===== config.mk =====
export PLATFORM = sky130hd
export DESIGN_NAME = fifo_lane_unpacker_flat
export DESIGN_NICKNAME = d
export VERILOG_FILES = /design/src/rtl/fifo_lane_unpacker_if.sv /design/src/rtl/fifo_lane_unpacker.sv /design/src/flat_wrapper.sv
export SDC_FILE = /design/constraint.sdc
export NUM_CORES = 1
export LEC_CHECK = 0
export CAP_MARGIN = 30
export CORE_MARGIN = 1.5
export CORE_UTILIZATION = 48
export CTS_BUF_LIST = sky130_fd_sc_hd__clkbuf_4 sky130_fd_sc_hd__clkbuf_8 sky130_fd_sc_hd__clkbuf_16
export CTS_CLUSTER_SIZE = 28
export DETAILED_ROUTE_END_ITERATION = 8
export HOLD_SLACK_MARGIN = 0.03
export PLACE_DENSITY_LB_ADDON = 0.1
export REMOVE_ABC_BUFFERS = 1
export SLEW_MARGIN = 20
export SYNTH_ARGS = -nofsm -noshare
export SYNTH_HDL_FRONTEND = slang
export SYNTH_SLANG_ARGS = --single-unit

===== constraint.sdc =====
create_clock -name clk -period 2.46 [get_ports clk]
set_input_delay 0.738 -clock clk [delete_from_list [all_inputs] [get_ports clk]]
set_output_delay 0.738 -clock clk [all_outputs]
set_load 0.01 [all_outputs]

===== src/rtl/fifo_lane_unpacker_if.sv =====
// Bundle of the FIFO read-side signals and the narrow output beat stream.
// Latency: none; this is wiring only.
// Backpressure: m_ready travels slave->master; read_en has no backpressure.
interface fifo_lane_unpacker_if #(
   parameter int ADR_W  = 2,
   parameter int LANE_W = 72,
   parameter int LANES  = 4
);
   localparam int DATA_W = LANE_W * LANES;

   logic [ADR_W-1:0]  fifo_wadr;
   logic [ADR_W-1:0]  fifo_radr;
   logic              read_en;
   logic [DATA_W-1:0] read_dt;
   logic              m_valid;
   logic              m_ready;
   logic [LANE_W-1:0] m_data;
   logic [1:0]        m_lane;
   logic              m_last;

   // Unpacker's view: reads FIFO state, drives the strobe and the beat stream.
   modport master (
      input  fifo_wadr, fifo_radr, read_dt, m_ready,
      output read_en, m_valid, m_data, m_lane, m_last
   );

   // Environment's view: FIFO plus downstream consumer.
   modport slave (
      output fifo_wadr, fifo_radr, read_dt, m_ready,
      input  read_en, m_valid, m_data, m_lane, m_last
   );
endinterface


===== src/rtl/fifo_lane_unpacker.sv =====
// Pops one wide FIFO word at a time and streams it out as LANES narrow beats.
// Latency: non-empty seen in IDLE at edge N -> read_en in N+1 -> m_valid in N+2+RD_LAT.
// Backpressure: beats held stable while m_ready is low; no new pop until the word is sent.
module fifo_lane_unpacker #(
   parameter int ADR_W  = 2,
   parameter int LANE_W = 72,
   parameter int LANES  = 4,
   parameter int RD_LAT = 1,
   parameter int CNT_W  = 16
) (
   input  logic                 clk,
   input  logic                 rst,
   fifo_lane_unpacker_if.master bus,
   output logic                 busy,
   output logic [CNT_W-1:0]     word_cnt
);
   localparam int         DATA_W    = LANE_W * LANES;
   localparam logic [1:0] LANE_LAST = 2'(LANES - 1);
   localparam logic [1:0] LAT_LAST  = 2'(RD_LAT - 1);

   typedef enum logic [1:0] {IDLE, REQ, WAIT, SHIFT} state_t;

   state_t            state_q,    state_d;
   logic [1:0]        wcnt_q,     wcnt_d;
   logic [1:0]        lane_q,     lane_d;
   logic [DATA_W-1:0] word_q,     word_d;
   logic              m_valid_q,  m_valid_d;
   logic              m_last_q,   m_last_d;
   logic              read_en_q,  read_en_d;
   logic              busy_q,     busy_d;
   logic [CNT_W-1:0]  word_cnt_q, word_cnt_d;

   logic [ADR_W-1:0]  wadr;
   logic [ADR_W-1:0]  radr;
   logic              non_empty;

   // The writer never fills all 2^ADR_W slots, so equal addresses mean empty even across wrap.
   assign wadr      = bus.fifo_wadr;
   assign radr      = bus.fifo_radr;
   assign non_empty = (wadr != radr);

   // Next-state logic: pop, wait for read data, then shift lanes out LSB-first.
   always_comb begin
      state_d    = state_q;
      wcnt_d     = wcnt_q;
      lane_d     = lane_q;
      word_d     = word_q;
      m_valid_d  = m_valid_q;
      m_last_d   = m_last_q;
      read_en_d  = 1'b0;
      word_cnt_d = word_cnt_q;
      unique case (state_q)
         IDLE: begin
            if (non_empty) begin
               state_d   = REQ;
               read_en_d = 1'b1;
            end
         end
         REQ: begin
            word_cnt_d = word_cnt_q + CNT_W'(1);
            wcnt_d     = 2'd0;
            state_d    = WAIT;
         end
         WAIT: begin
            if (wcnt_q == LAT_LAST) begin
               word_d    = bus.read_dt;
               lane_d    = 2'd0;
               m_valid_d = 1'b1;
               m_last_d  = (LANES == 1);
               state_d   = SHIFT;
            end else begin
               wcnt_d = wcnt_q + 2'd1;
            end
         end
         SHIFT: begin
            if (m_valid_q && bus.m_ready) begin
               if (lane_q == LANE_LAST) begin
                  // Read address has already advanced past this word, so the test is current.
                  m_valid_d = 1'b0;
                  m_last_d  = 1'b0;
                  lane_d    = 2'd0;
                  if (non_empty) begin
                     state_d   = REQ;
                     read_en_d = 1'b1;
                  end else begin
                     state_d = IDLE;
                  end
               end else begin
                  lane_d   = lane_q + 2'd1;
                  word_d   = word_q >> LANE_W;
                  m_last_d = ((lane_q + 2'd1) == LANE_LAST);
               end
            end
         end
         default: state_d = IDLE;
      endcase
      busy_d = (state_d != IDLE);
   end

   // State and registered outputs; reset discards any partially sent word.
   always_ff @(posedge clk) begin
      if (rst) begin
         state_q    <= IDLE;
         wcnt_q     <= 2'd0;
         lane_q     <= 2'd0;
         word_q     <= '0;
         m_valid_q  <= 1'b0;
         m_last_q   <= 1'b0;
         read_en_q  <= 1'b0;
         busy_q     <= 1'b0;
         word_cnt_q <= '0;
      end else begin
         state_q    <= state_d;
         wcnt_q     <= wcnt_d;
         lane_q     <= lane_d;
         word_q     <= word_d;
         m_valid_q  <= m_valid_d;
         m_last_q   <= m_last_d;
         read_en_q  <= read_en_d;
         busy_q     <= busy_d;
         word_cnt_q <= word_cnt_d;
      end
   end

   assign bus.read_en = read_en_q;
   assign bus.m_valid = m_valid_q;
   assign bus.m_data  = word_q[LANE_W-1:0];
   assign bus.m_lane  = lane_q;
   assign bus.m_last  = m_last_q;
   assign busy        = busy_q;
   assign word_cnt    = word_cnt_q;
endmodule


===== src/flat_wrapper.sv =====
// flat-port wrapper written by rule: the top's interface ports become plain ports
module fifo_lane_unpacker_flat 
#(
   parameter int ADR_W  = 2,
   parameter int LANE_W = 72,
   parameter int LANES  = 4,
   parameter int RD_LAT = 1,
   parameter int CNT_W  = 16
)
  (clk, rst, busy, word_cnt, bus_fifo_wadr, bus_fifo_radr, bus_read_dt, bus_m_ready, bus_read_en, bus_m_valid, bus_m_data, bus_m_lane, bus_m_last);
  fifo_lane_unpacker_if #(.ADR_W(ADR_W), .LANE_W(LANE_W), .LANES(LANES)) bus_i ();
  input  logic clk;
  input  logic rst;
  output logic busy;
  output logic [CNT_W-1:0] word_cnt;
  input wire logic [$bits(bus_i.fifo_wadr)-1:0] bus_fifo_wadr;
  input wire logic [$bits(bus_i.fifo_radr)-1:0] bus_fifo_radr;
  input wire logic [$bits(bus_i.read_dt)-1:0] bus_read_dt;
  input wire logic [$bits(bus_i.m_ready)-1:0] bus_m_ready;
  output wire logic [$bits(bus_i.read_en)-1:0] bus_read_en;
  output wire logic [$bits(bus_i.m_valid)-1:0] bus_m_valid;
  output wire logic [$bits(bus_i.m_data)-1:0] bus_m_data;
  output wire logic [$bits(bus_i.m_lane)-1:0] bus_m_lane;
  output wire logic [$bits(bus_i.m_last)-1:0] bus_m_last;
  assign bus_i.fifo_wadr = bus_fifo_wadr;
  assign bus_i.fifo_radr = bus_fifo_radr;
  assign bus_i.read_dt = bus_read_dt;
  assign bus_i.m_ready = bus_m_ready;
  assign bus_read_en = bus_i.read_en;
  assign bus_m_valid = bus_i.m_valid;
  assign bus_m_data = bus_i.m_data;
  assign bus_m_lane = bus_i.m_lane;
  assign bus_m_last = bus_i.m_last;
  fifo_lane_unpacker #(.ADR_W(ADR_W), .LANE_W(LANE_W), .LANES(LANES), .RD_LAT(RD_LAT), .CNT_W(CNT_W)) u_core (.clk(clk), .rst(rst), .bus(bus_i), .busy(busy), .word_cnt(word_cnt));
endmodule

==> flow_summary_export.csv, run 1 <==
group,metric,value,unit
die,coreArea,27780,µm²
power_and_ir_drop,p_switching,0.007075,W
cts,tritoncts,"yes",
synth,synth_top_area_share,46.30,%
drt,wl_met1,14680,µm
power_and_ir_drop,leakagePower,6.204,nW
synth,syn_area_per_cell,10.09,µm²
cts,clk_latency,500,ps
timing,min_period,2309,ps
power_and_ir_drop,ir_worst_vdd,0.0006070,V
timing,skew,19.77,ps
power_and_ir_drop,total_power,0.02148,W
timing,maxSlewHeadroom,56.60,%
critical_path,path_cells,"clkdlybuf4s50_1",
timing,fmax,433.0,MHz
synth,synth_ff_type,"dfxtp_1",
synth,yosys_warnings,0,
critical_path,r2r_slack,260,ps
power_and_ir_drop,power_density,1159,nW/µm²
die,floorplan.initialDensity,48.87,%
cts,cts_root_buf,"clkbuf_16",
drt,drc,0,
synth,synthTopCellsByArea,"dfxtp_1 46%, mux2i_1 16%, a211oi_1 10%",
critical_path,reg2reg_from,"u_core.state_q[0]$_SDFF_PP0_",
synth,synth_cell_types,37,
critical_path,path_buf_inv,1,
die,rows,61,
drt,vias,10490,
cts,htreeDepth,2,
power_and_ir_drop,p_clk_share,25.4,%
final_layout,fin_nets,1922,
die,die_x,171.2,µm
cts,clk_pin_slew,50,ps
synth,synthAdderAreaFrac,0.9216,%
cts,cts_resized,0,
drt,wl_per_cell,16.96,µm
synth,synth_top_family_by_area,"compound AO/OA/AOI/OAI gates",
timing,worst_slew_pin_slew,651.0,ps
grt,grt_max_degree,89,
drt,wl,34360,µm
timing,post-route-period-util,93.87,%
synth,syn-instance-count,1345,
synth,async_reset_ff_share,0,%
cts,hold_buffers,0,
timing,setup_tns,0,ps
drt,dr.pass1.iters,4,
synth,seq_area_frac_synth,46.30,%
critical_path,slowest_stage,"clkdlybuf4s50_1",
synth,synth_xor_area_share,1.032,%
drt,wl_met3,2954,µm
grt,grt_pass1_vias,10110,
synth,synthMuxAreaShare,16.29,%
die,io_pins,389,
critical_path,max_stage_delay,610,ps
placement,dp_hpwl,24050,µm
timing,finalHoldViolations,0,
final_layout,layout-drive-gt1-share,7.932,%
synth,synth_area,13580,µm²
critical_path,critPathLaunchType,"flop",
cts,cts.sinks,314,
drt,drt_iter0_markers,507,
critical_path,endpoint,"bus_m_valid",
critical_path,rr_endpoint,"u_core.word_q[45]$_SDFFE_PP0P_",
timing,finalMaxSlewViolations,0,
drt,wl_met2,16110,µm
run_status,status,"finished, final reports clean",
synth,ys_seq_elements,314,
timing,whs,476.1,ps
grt,grtUsageTotal,22.76,%
final_layout,final_cell_mix,"387 x clkdlybuf4s50_1, 314 x dfxtp_1, 239 x nor2_1, 221 x mux2i_1, 187 x a211oi_1",
critical_path,worst-r2r-cell-count,8,
critical_path,crit_arrival,1570,ps
critical_path,required,1720,ps
flow_run,max-cap-violations,0,
synth,synth-edff-count,0,
cts,cts.path.max_buffers,3,
critical_path,crit_start,"u_core.bus.m_valid$_SDFFE_PP0P_",
synth,synth_top_area_cell,"dfxtp_1",
hold_path,min_path_type,"reg2reg",
power_and_ir_drop,power.internal,0.01440,W
critical_path,cp_num_cells,1,
critical_path,worstSetupEndpointType,"output pin",
final_layout,layout_commonest_cell,"clkdlybuf4s50_1",
critical_path,crit_type,"reg2out",
drt,via_per_inst,5.178,
power_and_ir_drop,power_frac_seq,37.8,%
power_and_ir_drop,switching_share,32.94,%
synth,synth_compound_area_share,18.61,%
grt,antenna_found_initial,9,
cts,cts-buffers-inserted,37,
placement,dpl_cell_area,17290,µm²
placement,io_buffers,388,
critical_path,cp_max_fo,8,
final_layout,fill_cells,2299,
grt,grt_pass1_wl,53040,µm
placement,place_congestion,0.7628,
synth,yosys.area_share.simple,8.303,%
timing,rsz0062_at_grt,"false",
final_layout,final_cell_area,18520,µm²
final_layout,area_growth,36.43,%
die,dieArea,29300,µm²
drt,drtAntennaViolNets,0,
die,die_y,171.2,µm
cts,post_cts_buffers,0,
grt,grt.overflow.total,0,
power_and_ir_drop,power_frac_comb,36.8,%
drt,topRoutingLayerUsed,"met5",
critical_path,path_delay_family,"buffers and inverters",
timing,finalSetupViolCount,0,
routing by layer:
| layer | up-vias | GRT usage, % |
|---|---|---|
| li1 | 5368 | - |
| met1 | 4794 | 28.01 |
| met2 | 277 | 37.80 |
| met3 | 48 | 7.616 |
| met4 | 4 | 6.636 |
| met5 | - | 0 |
power groups by stage:
| stage | clock [W] | sequential, W | combinational [W] |
|---|---|---|---|
| after detailed placement | 0 | 0.00821 | 0.00794 |
| after CTS | 0.00557 | 0.00812 | 0.00798 |
| after global routing | 0.00578 | 0.00834 | 0.00876 |
| after floorplan | 0 | 0.00689 | 0.00410 |
| final | 0.00545 | 0.00811 | 0.00791 |
| after global placement | 0 | 0.00815 | 0.00775 |
worst min path at each step:
stage / from / to / slack (ps) / cells past startpoint
4_1_cts: u_core.word_q[236]$_SDFFE_PP0P_ / u_core.word_q[236]$_SDFFE_PP0P_ / 470 / 2
3_3_place_gp: u_core.word_q[236]$_SDFFE_PP0P_ / u_core.word_q[236]$_SDFFE_PP0P_ / 460 / 2
6_report: u_core.word_q[284]$_SDFFE_PP0P_ / u_core.word_q[284]$_SDFFE_PP0P_ / 480 / 1
5_1_grt: u_core.word_q[261]$_SDFFE_PP0P_ / u_core.word_q[261]$_SDFFE_PP0P_ / 490 / 1
3_5_place_dp: u_core.word_q[230]$_SDFFE_PP0P_ / u_core.word_q[230]$_SDFFE_PP0P_ / 470 / 1
2_1_floorplan: u_core.word_q[236]$_SDFFE_PP0P_ / u_core.word_q[236]$_SDFFE_PP0P_ / 440 / 2
final cells by class:
class,instances,area (µm²),area share (%)
Clock inverter,5,102.6,0.5539
Clock buffer,56,1112,6.005
Multi-Input combinational cell,836,6165,33.28
Sequential cell,314,6286,33.94
Inverter,7,26.28,0.1419
Antenna cell,9,22.52,0.1216
Timing Repair Buffer,421,4335,23.41
Tap cell,378,473.0,2.553
kinds of logic (layout without fill, tap and decap cells):
kind of cell,after synthesis,in the layout
adders and majority gates,10,10
other,0,9
DFF,314,314
muxes,221,221
xor gates and xnor gates,16,16
buffers and inverters,195,489
AOI/OAI and AO/OA,308,308
and+or+nand+nor,281,281
state kept, by name (all words and copies together), names as in the netlist:
signal and count:
u_core.bus.read_en 1, u_core.wcnt_q 2, u_core.state_q 2, u_core.word_cnt 16, u_core.bus.m_valid 1, u_core.bus.m_last 1, u_core.bus.m_lane 2, u_core.busy 1
u_core.word_q 288
synthesized netlist by cell type, drive strengths merged, types with 2 or more instances:
cell	n
nand3	6
nor4	5
a22o	71
o21ai	3
nor3	7
nor2b	2
or3	2
mux2i	221
nand4	5
a21oi	9
buf	150
xor2	6
o21a	2
dfxtp	314
and3	2
inv	7
a211oi	217
ha	10
nand2	8
nor2	240
clkbuf	38
xnor2	10
through the flow:
stage	util (%)	worst slack, ps	cells
detailed placement	62.22	-29.26	1956
CTS	66.59	131.6	2017
global placement	62.22	63.90	1956
finish	66.67	150.7	2026
global route	66.64	90.65	2022
floorplan	-	-32090	1157
(Power assumes the default switching activity.)
==> inputs of run 2 (changes only) <==
--- a/config.mk
+++ b/config.mk
@@ -6,7 +6,7 @@
 export NUM_CORES = 1
 export LEC_CHECK = 0
 export CAP_MARGIN = 30
-export CORE_MARGIN = 1.5
+export CORE_MARGIN = 1
 export CORE_UTILIZATION = 48
 export CTS_BUF_LIST = sky130_fd_sc_hd__clkbuf_4 sky130_fd_sc_hd__clkbuf_8 sky130_fd_sc_hd__clkbuf_16
 export CTS_CLUSTER_SIZE = 28
==> run 2 against run 1 <==
Net effect: flip-flop and latch count did not move; critical endpoint unchanged; final area barely moved; hold slack got worse by 0.63 ps; largest power group is now combinational cells; fmax rose by 1.2%.
==> flow_summary_export.csv, run 2 (synthesis gave the netlist of run 1 again) <==
group,metric,value,unit
run_status,status,"finished, final reports clean",
timing,fmax,438.2,MHz
grt,grtUsageTotal,23.43,%
placement,place_ws,8.217,ps
drt,via_per_inst,5.187,
hold_path,hold_depth,1,
die,floorplan.initialDensity,48.87,%
timing,post-route-period-util,92.77,%
cts,htreeDepth,2,
critical_path,path_cells,"clkdlybuf4s50_1",
power_and_ir_drop,power_density,1152,nW/µm²
die,coreArea,27780,µm²
cts,cts.sinks,314,
final_layout,final_cell_mix,"387 x clkdlybuf4s50_1, 314 x dfxtp_1, 239 x nor2_1, 221 x mux2i_1, 187 x a211oi_1",
grt,grt_pass1_vias,10010,
drt,wl_per_cell,17.19,µm
final_layout,top_register,"u_core.word_q",
cts,clk_latency,500,ps
grt,antenna_found_initial,6,
grt,grt_max_degree,85,
critical_path,cp_max_fo,8,
final_layout,stdcell_count,2024,
timing,maxSlewHeadroom,67.58,%
drt,wl_met1,15050,µm
drt,dr.pass1.iters,4,
power_and_ir_drop,leakagePower,6.202,nW
cts,cts-buffers-inserted,36,
final_layout,post-route-util,66.61,%
timing,setup_tns,0,ps
die,rows,61,
drt,wl_met2,15880,µm
critical_path,critPathLaunchType,"flop",
critical_path,worstSetupEndpointType,"output pin",
timing,finalSetupViolCount,0,
cts,cts_root_buf,"clkbuf_16",
placement,dp_hpwl,24180,µm
drt,topRoutingLayerUsed,"met5",
critical_path,crit_type,"reg2out",
timing,worst_slew_pin_slew,486.3,ps
power_and_ir_drop,total_power,0.02131,W
die,die_x,170.2,µm
flow_run,max-cap-violations,0,
critical_path,cp_num_cells,1,
die,die_y,170.2,µm
final_layout,fin_nets,1925,
final_layout,layout-drive-gt1-share,7.988,%
timing,skew,12.44,ps
grt,grt.overflow.total,0,
critical_path,crit_arrival,1540,ps
die,io_pins,389,
drt,wl_met3,3003,µm
placement,place_inst,1960,
timing,finalMaxSlewViolations,0,
critical_path,path_buf_inv,1,
final_layout,layout_commonest_cell,"clkdlybuf4s50_1",
critical_path,worst-r2r-cell-count,8,
critical_path,max_stage_delay,610,ps
hold_path,min_path_type,"reg2reg",
power_and_ir_drop,ir_worst_vdd,0.0007128,V
cts,tritoncts,"yes",
cts,hold_buffers,0,
drt,drt_iter0_markers,499,
timing,setup_slack,177.8,ps
final_layout,largest_reg_flops,288,
cts,cts.path.max_buffers,3,
cts,post_cts_buffers,0,
critical_path,path_delay_family,"buffers and inverters",
drt,vias,10500,
drt,drtAntennaViolNets,0,
die,dieArea,28960,µm²
drt,wl,34790,µm
cts,clk_pin_slew,60,ps
cts,cts_resized,0,
timing,finalHoldViolations,0,
timing,rsz0062_at_grt,"false",
placement,io_buffers,388,
drt,drc,0,
grt,grt_pass1_wl,53730,µm
critical_path,slowest_stage,"clkdlybuf4s50_1",
timing,min_period,2282,ps
final_layout,area_growth,36.31,%
placement,place_congestion,0.7737,
critical_path,required,1720,ps
## run 2: changes by cell type in the layout (fill, tap and decap cells not counted)
cell	change
buf_8	+1
clkinvlp_4	-1
diode_2	-3
inv_6	+1
clkinv_2	+3
clkbuf_4	-2
buf_4	-1
bufinv_16	-3
buf_12	+5
clkbuf_8	-2
## run 2: routing by layer
layer	track usage [%]	vias to the layer above
li1	-	5359
met1	29.02	4776
met2	38.29	305
met3	7.302	54
met4	8.226	4
met5	0	-
## run 2: power by group
group / switching, W / leakage [nW] / internal [W]
registers: 0.00106 / 2.56 / 0.00707
clock network: 0.00201 / 0.565 / 0.00303
logic: 0.00405 / 3.07 / 0.00409
total: 0.00712 / 6.20 / 0.0142
## run 2: cell type report
| type | count | area (µm²) |
|---|---|---|
| fill | 2279 | 9275 |
| sequential | 314 | 6286 |
| multi-input combinational | 836 | 6165 |
| timing repair buffer | 425 | 4429 |
| clock buffer | 53 | 1084 |
| tap | 378 | 473.0 |
| clock inverter | 5 | 28.78 |
| inverter | 7 | 26.28 |
| antenna | 6 | 15.01 |
## run 2: metrics by stage
stage                     hold WS [ps]  area, µm²
after floorplan                  439.7      12440
after global routing             492.4      18500
after CTS                        481.0      18490
after global placement           456.9      17380
final                            475.5      18510
after detailed placement         463.4      17380
## run 2: worst paths after layout
kind | from | to | slack (ps)
worst max-delay path | u_core.bus.m_valid$_SDFFE_PP0P_ | bus_m_valid | 180
worst min-delay path | u_core.word_q[263]$_SDFFE_PP0P_ | u_core.word_q[263]$_SDFFE_PP0P_ | 480
worst max register to register | u_core.state_q[0]$_SDFF_PP0_ | u_core.word_q[250]$_SDFFE_PP0P_ | 280
worst min register to register | u_core.word_q[263]$_SDFFE_PP0P_ | u_core.word_q[263]$_SDFFE_PP0P_ | 480
==> inputs of run 3 (changes only) <==
--- a/config.mk
+++ b/config.mk
@@ -12,7 +12,7 @@
 export CTS_CLUSTER_SIZE = 28
 export DETAILED_ROUTE_END_ITERATION = 8
 export HOLD_SLACK_MARGIN = 0.03
-export PLACE_DENSITY_LB_ADDON = 0.1
+export PLACE_DENSITY = 0.87
 export REMOVE_ABC_BUFFERS = 1
 export SLEW_MARGIN = 20
 export SYNTH_ARGS = -nofsm -noshare
==> run 3 against run 2 <==
Net effect: via count grew 4.9%; clock skew fell by 5.2 ps; die area did not move; combinational power rose by 0.7%; sequential power up 1%; final area up 0.27%; setup slack got worse by 9.5 ps.
==> flow_summary_export.csv, run 3 (synthesis gave the netlist of run 1 again) <==
group,metric,value,unit
run_status,status,"finished, final reports clean",
timing,min_period,2292,ps
cts,post_cts_buffers,0,
timing,finalMaxSlewViolations,0,
cts,cts_root_buf,"clkbuf_16",
die,io_pins,389,
drt,wl_per_cell,17.69,µm
critical_path,worstSetupEndpointType,"output pin",
cts,hold_buffers,0,
timing,rsz0062_at_grt,"false",
final_layout,top_register,"u_core.word_q",
final_layout,fill_cells,2097,
power_and_ir_drop,power_density,1179,nW/µm²
die,coreArea,27780,µm²
drt,wl,35880,µm
final_layout,final_cell_mix,"387 x clkdlybuf4s50_1, 314 x dfxtp_1, 239 x nor2_1, 221 x mux2i_1, 187 x a211oi_1",
final_layout,largest_reg_flops,288,
hold_path,min_path_type,"reg2reg",
drt,dr.pass1.iters,4,
critical_path,path_buf_inv,1,
final_layout,multi_input_comb_area,6165,µm²
die,floorplan.initialDensity,48.87,%
final_layout,layout_commonest_cell,"clkdlybuf4s50_1",
critical_path,path_cells,"clkdlybuf4s50_1",
drt,drc,0,
die,die_y,170.2,µm
die,dieArea,28960,µm²
final_layout,area_growth,36.68,%
final_layout,seq_area,6286,µm²
flow_run,max-cap-violations,0,
placement,place_inst,1965,
timing,setup_slack,168.3,ps
drt,drt_iter0_markers,662,
cts,cts-buffers-inserted,35,
drt,vias,11010,
timing,finalHoldViolations,0,
cts,tritoncts,"yes",
critical_path,path_delay_family,"buffers and inverters",
timing,post-route-period-util,93.16,%
cts,cts_resized,0,
cts,htreeDepth,2,
placement,io_buffers,388,
timing,maxSlewHeadroom,41.03,%
cts,clk_latency,490,ps
grt,antenna_found_initial,1,
power_and_ir_drop,ir_worst_vdd,0.0006377,V
critical_path,crit_type,"reg2out",
power_and_ir_drop,total_power,0.02188,W
timing,worst_slew_pin_slew,884.6,ps
critical_path,critPathLaunchType,"flop",
drt,via_per_inst,5.425,
timing,skew,7.261,ps
placement,place_congestion,0.8221,
timing,fmax,436.4,MHz
cts,cts.sinks,314,
timing,finalSetupViolCount,0,
critical_path,slowest_stage,"clkdlybuf4s50_1",
cts,cts.path.max_buffers,3,
final_layout,stdcell_count,2029,
final_layout,fin_nets,1929,
power_and_ir_drop,leakagePower,6.251,nW
grt,grt_pass1_vias,10870,
placement,place_ws,-73.48,ps
final_layout,layout-drive-gt1-share,8.545,%
placement,dp_hpwl,24840,µm
final_layout,post-route-util,66.79,%
critical_path,required,1720,ps
critical_path,crit_arrival,1550,ps
grt,grt_max_degree,112,
cts,clk_pin_slew,60,ps
drt,drtAntennaViolNets,0,
grt,grtUsageTotal,23.82,%
grt,grt.overflow.total,0,
grt,grt_pass1_wl,55100,µm
die,die_x,170.2,µm
critical_path,cp_max_fo,8,
critical_path,max_stage_delay,600,ps
die,rows,61,
-- run 3: final timing paths --
check / start / to / slack [ps] / cells past startpoint
worst max register to register: u_core.state_q[0]$_SDFF_PP0_ / u_core.word_q[158]$_SDFFE_PP0P_ / 200 / 8
worst max-delay path: u_core.bus.m_valid$_SDFFE_PP0P_ / bus_m_valid / 170 / 1
worst min-delay path: u_core.word_q[260]$_SDFFE_PP0P_ / u_core.word_q[260]$_SDFFE_PP0P_ / 480 / 1
worst min register to register: u_core.word_q[260]$_SDFFE_PP0P_ / u_core.word_q[260]$_SDFFE_PP0P_ / 480 / 1
-- run 3: through the flow --
stage	hold slack (ps)	setup TNS (ps)	cell area [µm²]
final	477.5	0	18560
after global routing	492.3	0	18550
after CTS	481.4	0	18550
after detailed placement	465.4	-1464	17330
after global placement	455.2	-9.297	17330
after floorplan	439.7	-8400870	12440
-- run 3: per-layer routing --
layer	wire, µm	vias to the layer above	global-route usage [%]	share of wire, %
li1	-	5364	-	-
met1	13920	5132	26.64	39
met2	17360	411	41.27	48
met3	3152	101	7.512	8.8
met4	1446	0	10.69	4.0
met5	0	-	0	0
-- run 3: area by class of cell --
cell class / count / area share, %
sequential: 314 / 33.88
multi-input combinational: 836 / 33.22
antenna: 1 / 0.01349
clock buffer: 53 / 5.907
clock inverter: 10 / 0.7012
tap: 378 / 2.549
inverter: 7 / 0.1416
timing repair buffer: 430 / 23.59
-- run 3: power breakdown --
group / internal [W] / leakage [nW] / switching [W] / total, W
clock network: 0.00339 / 0.613 / 0.00204 / 0.00543
registers: 0.00708 / 2.56 / 0.00117 / 0.00825
logic: 0.00406 / 3.08 / 0.00414 / 0.00820
total: 0.0145 / 6.25 / 0.00735 / 0.0219
